<file path="src/rtl/teclado_matricial_if.sv">
// Key interface between the keypad scanner (producer) and its consumer.
// It carries the key code, the one-cycle valid strobe and the held level.
interface teclado_matricial_if;
    logic [3:0] tecla_atual;
    logic       ativo;
    logic       pressionada;

    modport master (output tecla_atual, ativo, pressionada);
    modport slave  (input  tecla_atual, ativo, pressionada);
endinterface

</file>
<file path="src/rtl/teclado_matricial.sv">
// 4x4 matrix keypad scanner: drives one column at a time, debounces press and release,
// and reports one key code with a single-cycle strobe per physical press.
module teclado_matricial #(
    parameter int SCAN_DIV   = 1000,
    parameter int DEB_CYCLES = 500000
) (
    input  logic                        clk,
    input  logic                        rst_n,
    input  logic [3:0]                  linhas_n,
    output logic [3:0]                  colunas_n,
    teclado_matricial_if.master         key_if
);
    localparam int SW = $clog2(SCAN_DIV);
    localparam int DW = $clog2(DEB_CYCLES + 1);
    localparam logic [SW-1:0] SLOT_LAST = SW'(SCAN_DIV - 1);
    localparam logic [DW-1:0] DEB_LAST  = DW'(DEB_CYCLES - 1);

    // Key codes indexed by {row, col}; '*' = 10, '#' = 11, A..D = 12..15.
    localparam logic [3:0] KEY_MAP [16] = '{
        4'd1,  4'd2, 4'd3,  4'd12,
        4'd4,  4'd5, 4'd6,  4'd13,
        4'd7,  4'd8, 4'd9,  4'd14,
        4'd10, 4'd0, 4'd11, 4'd15
    };

    typedef enum logic [1:0] {SCAN, DEB_PRESS, WAIT_REL} state_t;

    state_t        r_state;
    logic [3:0]    r_meta;
    logic [3:0]    r_rs;
    logic [1:0]    r_col;
    logic [1:0]    r_row;
    logic [SW-1:0] r_slot;
    logic [DW-1:0] r_deb;
    logic [3:0]    r_colunas_n;
    logic [3:0]    r_tecla;
    logic          r_ativo;
    logic          r_press;

    logic          w_any_low;
    logic [1:0]    w_low_row;
    logic [1:0]    w_next_col;
    logic [3:0]    w_next_drive;

    // NOTE: every combinational output gets a default first so no path leaves it unassigned (no latch).
    always_comb begin
        w_any_low = ~&r_rs;
        w_low_row = 2'd3;
        if (!r_rs[2]) w_low_row = 2'd2;
        if (!r_rs[1]) w_low_row = 2'd1;
        if (!r_rs[0]) w_low_row = 2'd0;
        w_next_col   = r_col + 2'd1;
        w_next_drive = ~(4'b0001 << w_next_col);
    end

    // Idle rows read high, so the synchronizer resets to all-ones to avoid a phantom press.
    // NOTE: sequential state uses non-blocking assignments so every register samples pre-edge values.
    always_ff @(posedge clk or negedge rst_n) begin
        if (!rst_n) begin
            r_state     <= SCAN;
            r_meta      <= 4'hF;
            r_rs        <= 4'hF;
            r_col       <= 2'd0;
            r_row       <= 2'd0;
            r_slot      <= '0;
            r_deb       <= '0;
            r_colunas_n <= 4'b1110;
            r_tecla     <= 4'd0;
            r_ativo     <= 1'b0;
            r_press     <= 1'b0;
        end else begin
            r_meta  <= linhas_n;
            r_rs    <= r_meta;
            r_ativo <= 1'b0;
            case (r_state)
                SCAN: begin
                    if (r_slot != SLOT_LAST) begin
                        r_slot <= r_slot + SW'(1);
                    end else if (!w_any_low) begin
                        r_col       <= w_next_col;
                        r_colunas_n <= w_next_drive;
                        r_slot      <= '0;
                    end else begin
                        r_row   <= w_low_row;
                        r_deb   <= '0;
                        r_slot  <= '0;
                        r_state <= DEB_PRESS;
                    end
                end
                DEB_PRESS: begin
                    if (r_rs[r_row]) begin
                        // Bounce: give up on this key and keep scanning from the next column.
                        r_state     <= SCAN;
                        r_col       <= w_next_col;
                        r_colunas_n <= w_next_drive;
                        r_slot      <= '0;
                        r_deb       <= '0;
                    end else if (r_deb == DEB_LAST) begin
                        r_ativo <= 1'b1;
                        r_tecla <= KEY_MAP[{r_row, r_col}];
                        r_press <= 1'b1;
                        r_deb   <= '0;
                        r_state <= WAIT_REL;
                    end else begin
                        r_deb <= r_deb + DW'(1);
                    end
                end
                WAIT_REL: begin
                    if (w_any_low) begin
                        r_deb <= '0;
                    end else if (r_deb == DEB_LAST) begin
                        r_press     <= 1'b0;
                        r_state     <= SCAN;
                        r_col       <= w_next_col;
                        r_colunas_n <= w_next_drive;
                        r_slot      <= '0;
                        r_deb       <= '0;
                    end else begin
                        r_deb <= r_deb + DW'(1);
                    end
                end
                default: r_state <= SCAN;
            endcase
        end
    end

    assign colunas_n          = r_colunas_n;
    assign key_if.tecla_atual = r_tecla;
    assign key_if.ativo       = r_ativo;
    assign key_if.pressionada = r_press;
endmodule

</file>
<file path="src/flat_wrapper.sv">
// flat-port wrapper written by rule: the top's interface ports become plain ports
module teclado_matricial_flat 
#(
    parameter int SCAN_DIV   = 1000,
    parameter int DEB_CYCLES = 500000
)
  (clk, rst_n, linhas_n, colunas_n, key_if_tecla_atual, key_if_ativo, key_if_pressionada);
  teclado_matricial_if key_if_i ();
  input  logic clk;
  input  logic rst_n;
  input  logic [3:0] linhas_n;
  output logic [3:0] colunas_n;
  output wire logic [$bits(key_if_i.tecla_atual)-1:0] key_if_tecla_atual;
  output wire logic [$bits(key_if_i.ativo)-1:0] key_if_ativo;
  output wire logic [$bits(key_if_i.pressionada)-1:0] key_if_pressionada;
  assign key_if_tecla_atual = key_if_i.tecla_atual;
  assign key_if_ativo = key_if_i.ativo;
  assign key_if_pressionada = key_if_i.pressionada;
  teclado_matricial #(.SCAN_DIV(SCAN_DIV), .DEB_CYCLES(DEB_CYCLES)) u_core (.clk(clk), .rst_n(rst_n), .linhas_n(linhas_n), .colunas_n(colunas_n), .key_if(key_if_i));
endmodule
</file>
<file path="config.mk">
export PLATFORM = sky130hd
export DESIGN_NAME = teclado_matricial_flat
export DESIGN_NICKNAME = d
export VERILOG_FILES = /design/src/rtl/teclado_matricial_if.sv /design/src/rtl/teclado_matricial.sv /design/src/flat_wrapper.sv
export SDC_FILE = /design/constraint.sdc
export NUM_CORES = 1
export LEC_CHECK = 0
export ABC_AREA = 1
export CAP_MARGIN = 40
export CORE_AREA = 2 2 96 70
export DETAILED_ROUTE_END_ITERATION = 8
export DIE_AREA = 0 0 98 72
export HOLD_SLACK_MARGIN = 0.08
export PLACE_DENSITY = 0.82
export SYNTH_ARGS = -nofsm -noshare
export SYNTH_HDL_FRONTEND = slang
export SYNTH_SLANG_ARGS = --single-unit
</file>
<file path="constraint.sdc">
create_clock -name clk -period 1.5 [get_ports clk]
set_clock_uncertainty 0.05 [all_clocks]
set_input_delay 0.3 -clock clk [delete_from_list [all_inputs] [get_ports clk]]
set_output_delay 0.3 -clock clk [all_outputs]
set_load 0.1 [all_outputs]
</file>
# --- After elaboration in Yosys (flattened, before gate mapping) ---
# Memory sizes are Yosys's and may differ from the RTL's. A register that Yosys moved wholly into a read port is not among the register bits.
# Index checks and enable logic that the tools add are counted.
op_classes:
  magnitude_cmp: 1
  add_sub_neg: 3
  bitwise: 5
  n_eq_ne: 13
  n_reduce_logical: 12
  shift: 1
  muxes: 43
  n_div: 0
  n_mul: 0
op_table:
  columns: ["op", "n"]
  rows:
  - ["two-way mux 19 bit", 5]
  - ["one-hot mux 19 bit (3 select lines)", 1]
  - ["two-way mux 10 bit", 4]
  - ["one-hot mux 10 bit (3 select lines)", 1]
  - ["two-way mux 2 bit", 13]
  - ["two-way mux 4 bit", 5]
  - ["adder 19 x 1 -> 19 bit, second input constant", 1]
  - ["== test 19 bit, second input constant", 1]
  - ["one-hot mux 2 bit (3 select lines)", 2]
  - ["one-hot mux 4 bit (3 select lines)", 1]
  - ["adder 10 x 1 -> 10 bit, second input constant", 1]
  - ["!= test 10 bit, second input constant", 1]
  - ["!= test 2 x 1 -> 1 bit, second input constant", 5]
  - ["AND reduction 5 bit", 2]
  - ["two-way mux 1 bit", 9]
  - ["AND reduction 3 bit", 3]
  - ["AND reduction 4 bit", 2]
  - ["!= test 2 bit, second input constant", 3]
  - ["AND reduction 6 bit", 1]
  - ["inverter 4 -> 5 bit", 1]
  - ["inverter 4 bit", 1]
  - ["left shift 1 x 2 -> 4 bit, first input constant", 1]
  - ["< comparator 2 x 3 -> 1 bit, second input constant", 1]
  - ["!= test 3 x 1 -> 1 bit, second input constant", 1]
  - ["other kinds (10)", 12]
word_totals:
  output_inout_bits: 10
  ram_bits: 0
  reg_bits: 49
  memories: 1
  latch_bits: 0
  romBits: 64
mem_list:
  columns: ["name", "words", "word_bits", "rd", "rd_clocked_by_memory_dff", "write_ports", "line_no", "source"]
  rows:
  - ["(no name shown)", 16, 4, 1, 1, 0, "teclado_matricial.sv:100", "r_tecla <= KEY_MAP[{r_row, r_col}];"]

# --- Longest topological paths before layout ---
depth:
  ltp_word: 6
  ltp_mapped: 12

# --- Least setup slack after synthesis ---
# Ideal clock, no wire load.
synth_path:
  kind: "register to register"
  start: "reg u_core.r_state[0]"
  end: "reg u_core.r_deb[17]"
  arrival_time_ns: 1.563
  path_stages_with_launch: 10
  n_path_buf: 1
  t_required_ns: 1.379
  slack_ns: -0.185
  cell_sequence: "dfrtp_1 -> inv_1 -> ha_1 -> buf_2 -> clkinv_1 -> nor2_1 -> nand2_1 -> nand2_2 -> nand2_1 -> nor2_1"
synth_between:
  elab_chain_len: 3
  elab_cells_between_ends: 8
  cone_classes: "eq/ne (4); mux (1); reduce/logical (3)"
synth_lines:
  columns: ["element", "line_no", "source"]
  rows:
  - ["from (decl)", "teclado_matricial.sv:28", "state_t r_state;"]
  - ["from (signal assigned)", "teclado_matricial.sv:60", "r_state <= SCAN;"]
  - ["from (signal assigned)", "teclado_matricial.sv:87", "r_state <= DEB_PRESS;"]
  - ["from (signal assigned)", "teclado_matricial.sv:93", "r_state <= SCAN;"]
  - ["== test 2 x 1 -> 1 bit, or another cell as far along", "teclado_matricial.sv:75", "case (r_state)"]
  - ["nonzero test 3 bit (no line) / != test 2 bit (equally long branches)", null, null]
  - ["AND reduction 3 bit (no line)", null, null]
  - ["to (signal assigned)", "teclado_matricial.sv:105", "r_deb <= r_deb + DW'(1);"]
  - ["to (signal assigned)", "teclado_matricial.sv:119", "r_deb <= r_deb + DW'(1);"]
  - ["to (decl)", "teclado_matricial.sv:34", "logic [DW-1:0] r_deb;"]
# Several ways; a longest one is shown, not always the timed one.
# A chain may end at the register's enable or synchronous reset.

# --- Worst setup path in the final report ---
layout_path:
  start: "reg u_core.r_deb[1]"
  end: "reg u_core.r_deb[16]"
layout_between:
  elab_chain_len: 4
  elab_cells_between_ends: 6
  cone_classes: "add/sub (1); eq/ne (1); mux (4)"
layout_lines:
  columns: ["element", "line_no"]
  rows:
  - ["adder 19 x 1 -> 19 bit / == test 19 bit (equally long branches)", null]
  - ["two-way mux 19 bit (*)", "teclado_matricial.sv:98, teclado_matricial.sv:111"]
  - ["two-way mux 19 bit (on tied branches)", "teclado_matricial.sv:109, teclado_matricial.sv:91"]
  - ["one-hot mux 19 bit (3 select lines) (*)", "teclado_matricial.sv:75"]
# Every way passes the cells marked *; elsewhere a longest branch is shown, timed or not.

==> impl_results.html <==
<table>
<tr><th>Metric</th><th>Value</th></tr>
<tr><th colspan="2">STA</th></tr>
<tr><td>Slew at the pin closest to its max-slew limit</td><td>0.446 ns</td></tr>
<tr><td>Final Critical Period</td><td>1.92 ns</td></tr>
<tr><td>Timing-limited maximum frequency</td><td>521 MHz</td></tr>
<tr><td>Final hold viol count</td><td>0</td></tr>
<tr><td>Slew margin rel.</td><td>70.1%</td></tr>
<tr><td>Fin Setup TNS</td><td>-12.86 ns</td></tr>
<tr><td>Endpoints failing setup</td><td>43</td></tr>
<tr><td>Count of pins over their slew limit</td><td>0</td></tr>
<tr><td>Ratio of final minimum period to clock period</td><td>128%</td></tr>
<tr><td>Unrepaired setup endpoints after global routing</td><td>yes</td></tr>
<tr><td>Final WS setup</td><td>-0.421 ns</td></tr>
<tr><th colspan="2">Clock network</th></tr>
<tr><td>Clk pin slew, worst setup/hold paths</td><td>0.10 ns</td></tr>
<tr><td>CTS tree</td><td>yes</td></tr>
<tr><td>CTS H-tree depth</td><td>2</td></tr>
<tr><td>Worst skew pair latency</td><td>0.33 ns</td></tr>
<tr><td>Number of CTS-inserted buffers</td><td>5</td></tr>
<tr><td>Clock sink total</td><td>53</td></tr>
<tr><td>Clock Tree Root</td><td>clkbuf_8</td></tr>
<tr><td>Maximum root-to-sink buffer count</td><td>2</td></tr>
<tr><th colspan="2">Routing</th></tr>
<tr><td>Count of vias placed by the detailed router</td><td>3,816</td></tr>
<tr><td>Wirelength, routed</td><td>12,100 µm</td></tr>
<tr><td>Drt via density</td><td>6.00</td></tr>
<tr><td>DRC violations left</td><td>0</td></tr>
<tr><td>Pre-antenna DRT Iters</td><td>6</td></tr>
<tr><td>Routed Antenna Nets</td><td>0</td></tr>
<tr><td>DRT iter0 DRCs</td><td>459</td></tr>
<tr><td>Avg WL per Cell</td><td>19.0 µm</td></tr>
<tr><th colspan="2">Synthesis</th></tr>
<tr><td>Netlist area before placement</td><td>3270 µm²</td></tr>
<tr><td>Sequential cell area fraction in the yosys report</td><td>41.0%</td></tr>
<tr><td>Synth Warn #</td><td>0</td></tr>
<tr><td>Area leader, netlist</td><td>dfrtp_1</td></tr>
<tr><td>Synth top area cells</td><td>dfrtp_1 32%, nand2_1 15%, dfstp_2 8.8%</td></tr>
<tr><td>Yosys top cell area share</td><td>32.1%</td></tr>
<tr><td>Syn Nets</td><td>455</td></tr>
<tr><td>Number of storage elements in the synthesis netlist</td><td>53</td></tr>
<tr><td>Count of mapped cells out of synthesis</td><td>437</td></tr>
<tr><td>Yosys cell types</td><td>34</td></tr>
<tr><td>Average size of a mapped cell</td><td>7.48 µm²</td></tr>
<tr><th colspan="2">Placement</th></tr>
<tr><td>Port bufs</td><td>15</td></tr>
<tr><td>Gpl congestion</td><td>0.923</td></tr>
<tr><td>Placement Setup Slack</td><td>-0.234 ns</td></tr>
<tr><td>HPWL reported at the end of detailed placement</td><td>6200 µm</td></tr>
<tr><td>Post-detailed-placement cell area</td><td>4170 µm²</td></tr>
<tr><th colspan="2">Cells and area</th></tr>
<tr><td>Number of filler cells placed in the layout</td><td>335</td></tr>
<tr><td>Final Net Count</td><td>575</td></tr>
<tr><td>Finished layout cell area</td><td>5050 µm²</td></tr>
<tr><td>Proportion of layout cells with a drive suffix above 1</td><td>45.0%</td></tr>
<tr><td>Number of inserted diodes</td><td>0</td></tr>
<tr><td>Area growth from synthesis to layout</td><td>54.4%</td></tr>
<tr><td>Final Util</td><td>82.8%</td></tr>
<tr><th colspan="2">Global route</th></tr>
<tr><td>Maximum number of pins on one net before global-route repair</td><td>54</td></tr>
<tr><td>Initial antenna violation count</td><td>0</td></tr>
<tr><td>Total global routing overflow</td><td>0</td></tr>
<tr><td>Via count of the first global-routing pass</td><td>3,677</td></tr>
<tr><td>Overall Global Routing Usage</td><td>31.5%</td></tr>
<tr><td>Global-route wire length before repair</td><td>17,500 µm</td></tr>
<tr><th colspan="2">Worst setup path</th></tr>
<tr><td>Type of the worst setup path</td><td>flop to flop</td></tr>
<tr><td>Required time reported for the critical path endpoint</td><td>1.72 ns</td></tr>
<tr><td>Max Fanout on Critical Path</td><td>5</td></tr>
<tr><td>Arr. time, crit path</td><td>2.14 ns</td></tr>
<tr><td>Sort of element at the end of the critical path</td><td>flop</td></tr>
<tr><td>Nature of the critical path startpoint</td><td>flop</td></tr>
<tr><th colspan="2">Die</th></tr>
<tr><td>Die span in y</td><td>72 µm</td></tr>
<tr><td>DIE WIDTH</td><td>98 µm</td></tr>
<tr><td>Number of I/O pins</td><td>16</td></tr>
<tr><td>Initial core utilization</td><td>53.7%</td></tr>
<tr><td>Core area</td><td>6100 µm²</td></tr>
<tr><td>Core Rows</td><td>24</td></tr>
<tr><td>Area of the die</td><td>7060 µm²</td></tr>
<tr><th colspan="2">Worst hold path</th></tr>
<tr><td>Class of the tightest hold or removal check</td><td>flop to flop</td></tr>
<tr><th colspan="2">Power and ir drop</th></tr>
<tr><td>Leakage</td><td>2.38 nW</td></tr>
<tr><td>Total power density per cell area</td><td>471 nW/µm²</td></tr>
<tr><td>Net switching fraction of the power</td><td>24.0%</td></tr>
<tr><td>Overall power consumption</td><td>2.38 mW</td></tr>
<tr><td>Part of the power in registers</td><td>61.2%</td></tr>
<tr><td>Internal cell power</td><td>1.81 mW</td></tr>
<tr><td>IR Drop Worst-Case VDD</td><td>490 µV</td></tr>
<tr><td>Switching power summed over all nets</td><td>0.569 mW</td></tr>
<tr><td>Power share of the combinational group</td><td>3.1%</td></tr>
<tr><td>Clk pwr share</td><td>35.7%</td></tr>
<tr><th colspan="2">Flow run</th></tr>
<tr><td>Max-capacitance violation count</td><td>0</td></tr>
<tr><th colspan="2">Outcome</th></tr>
<tr><td>Failing checks</td><td>negative setup slack</td></tr>
<tr><td>Outcome</td><td>complete, but fails checks</td></tr>
</table>
path summary, 6_finish.rpt:
kind                       slack (ns)  cells after the start                                       end                        start
setup / recovery                -0.42                     12              u_core.r_deb[16]$_DFFE_PN0P_  u_core.r_deb[1]$_DFFE_PN0P_
hold / removal                   0.31                      0                  u_core.r_rs[2]$_DFF_PN1_   u_core.r_meta[2]$_DFF_PN1_
setup reg to reg                -0.42                     12              u_core.r_deb[16]$_DFFE_PN0P_  u_core.r_deb[1]$_DFFE_PN0P_
hold reg to reg                  0.31                      0                  u_core.r_rs[2]$_DFF_PN1_   u_core.r_meta[2]$_DFF_PN1_
max in group asynchronous        0.64                      3                  u_core.r_rs[2]$_DFF_PN1_                        rst_n
min in group asynchronous        0.42                      3  u_core.key_if.tecla_atual[0]$_DFFE_PN0P_                        rst_n
cells by family after synthesis:
| logic type | share of synthesized area (%) |
|---|---|
| AND/OR/NAND/NOR | 38.0 |
| flip-flops | 41.0 |
| buffers and inverters | 7.84 |
| adder cells (fa/ha/maj) | 4.59 |
| AO/OA/AOI/OAI | 8.03 |
| XOR/XNOR | 0.536 |
cell usage after synthesis, drive strengths merged:
cell / count
inv: 50
a32oi: 1
nor2: 55
ha: 12
nand3: 39
o211ai: 2
a21boi: 1
nand2: 146
a31oi: 2
o21ai: 25
nand4: 22
buf: 8
xnor2: 2
clkinv: 2
dfrtp: 42
o221ai: 1
a21o: 1
nor3: 5
nand3b: 3
dfstp: 11
a21oi: 5
o21bai: 2
worst max-delay path, cell delays in order (launching register included):
cell and delay, ns:
dfrtp_1 0.41, ha_2 0.21, nand2_2 0.12, nor2_4 0.07
buf_4 0.15, nand3_4 0.12, nand2_1 0.10, nor2_1 0.22
buf_4 0.20, nand2_1 0.06, nand2_2 0.06, nand2_1 0.05
inv_1 0.04
power groups by stage:
| stage | logic (mW) | registers, mW | clock network, mW |
|---|---|---|---|
| finish | 0.0731 | 1.45 | 0.849 |
| global route | 0.0811 | 1.46 | 0.901 |
| CTS | 0.0710 | 1.45 | 0.829 |
| detailed placement | 0.0667 | 1.48 | 0 |
| global placement | 0.0652 | 1.48 | 0 |
| floorplan | 0.0121 | 1.48 | 0 |
layout by cell type (no fill, tap or decap), types with 6 or more instances in the layout:
cell type / n
buf_12: 16
buf_4: 83
buf_6: 9
dfrtp_1: 42
dfstp_2: 11
ha_1: 8
inv_1: 43
inv_2: 6
nand2_1: 95
nand2_2: 36
nand2_4: 13
nand2_8: 6
nand3_1: 21
nand3_2: 14
nand4_1: 22
nor2_1: 36
nor2_4: 14
o21ai_2: 15
metrics by stage:
step           hold slack, ns  cells
3_5_place_dp            0.267    596
3_3_place_gp            0.265    596
5_1_grt                 0.317    636
4_1_cts                 0.311    625
6_report                0.310    636
2_1_floorplan         -0.0456    437
per-layer routing:
layer  GRT usage, %  wire length [µm]  up-vias
met2           53.6              5660      246
met4           16.2               787        0
met3           6.94               931       93
met1           38.3              4720     1820
met5              0                 0        -
li1               -                 -     1657
sequential cells by signal (all words and copies together) (netlist names):
name	count
u_core.r_meta	4
u_core.r_state	2
u_core.colunas_n	4
u_core.r_rs	4
u_core.key_if.tecla_atual	4
u_core.r_col	2
u_core.r_deb	19
u_core.r_row	2
u_core.key_if.pressionada	1
u_core.r_slot	10
u_core.key_if.ativo	1
area by class of cell:
type	count	area, µm²	share of cell area, %
clock inverters	1	7.51	0.149
repair buffers	116	1140	22.6
inverters	52	203	4.01
multi-input cells	329	2180	43.2
well taps	78	97.6	1.93
flip-flops and latches	53	1340	26.5
clock buffers	7	76.3	1.51
repair_timing:
item	4_1_cts	5_1_grt
endpoints found under the setup margin	44	45
resized for setup	71	60
hold buffers	1	0
pin swaps	19	32
endpoints found under the hold margin	42	0
cloned	4	2
setup buffers	16	9
Power figures use the tool's default switching activity.
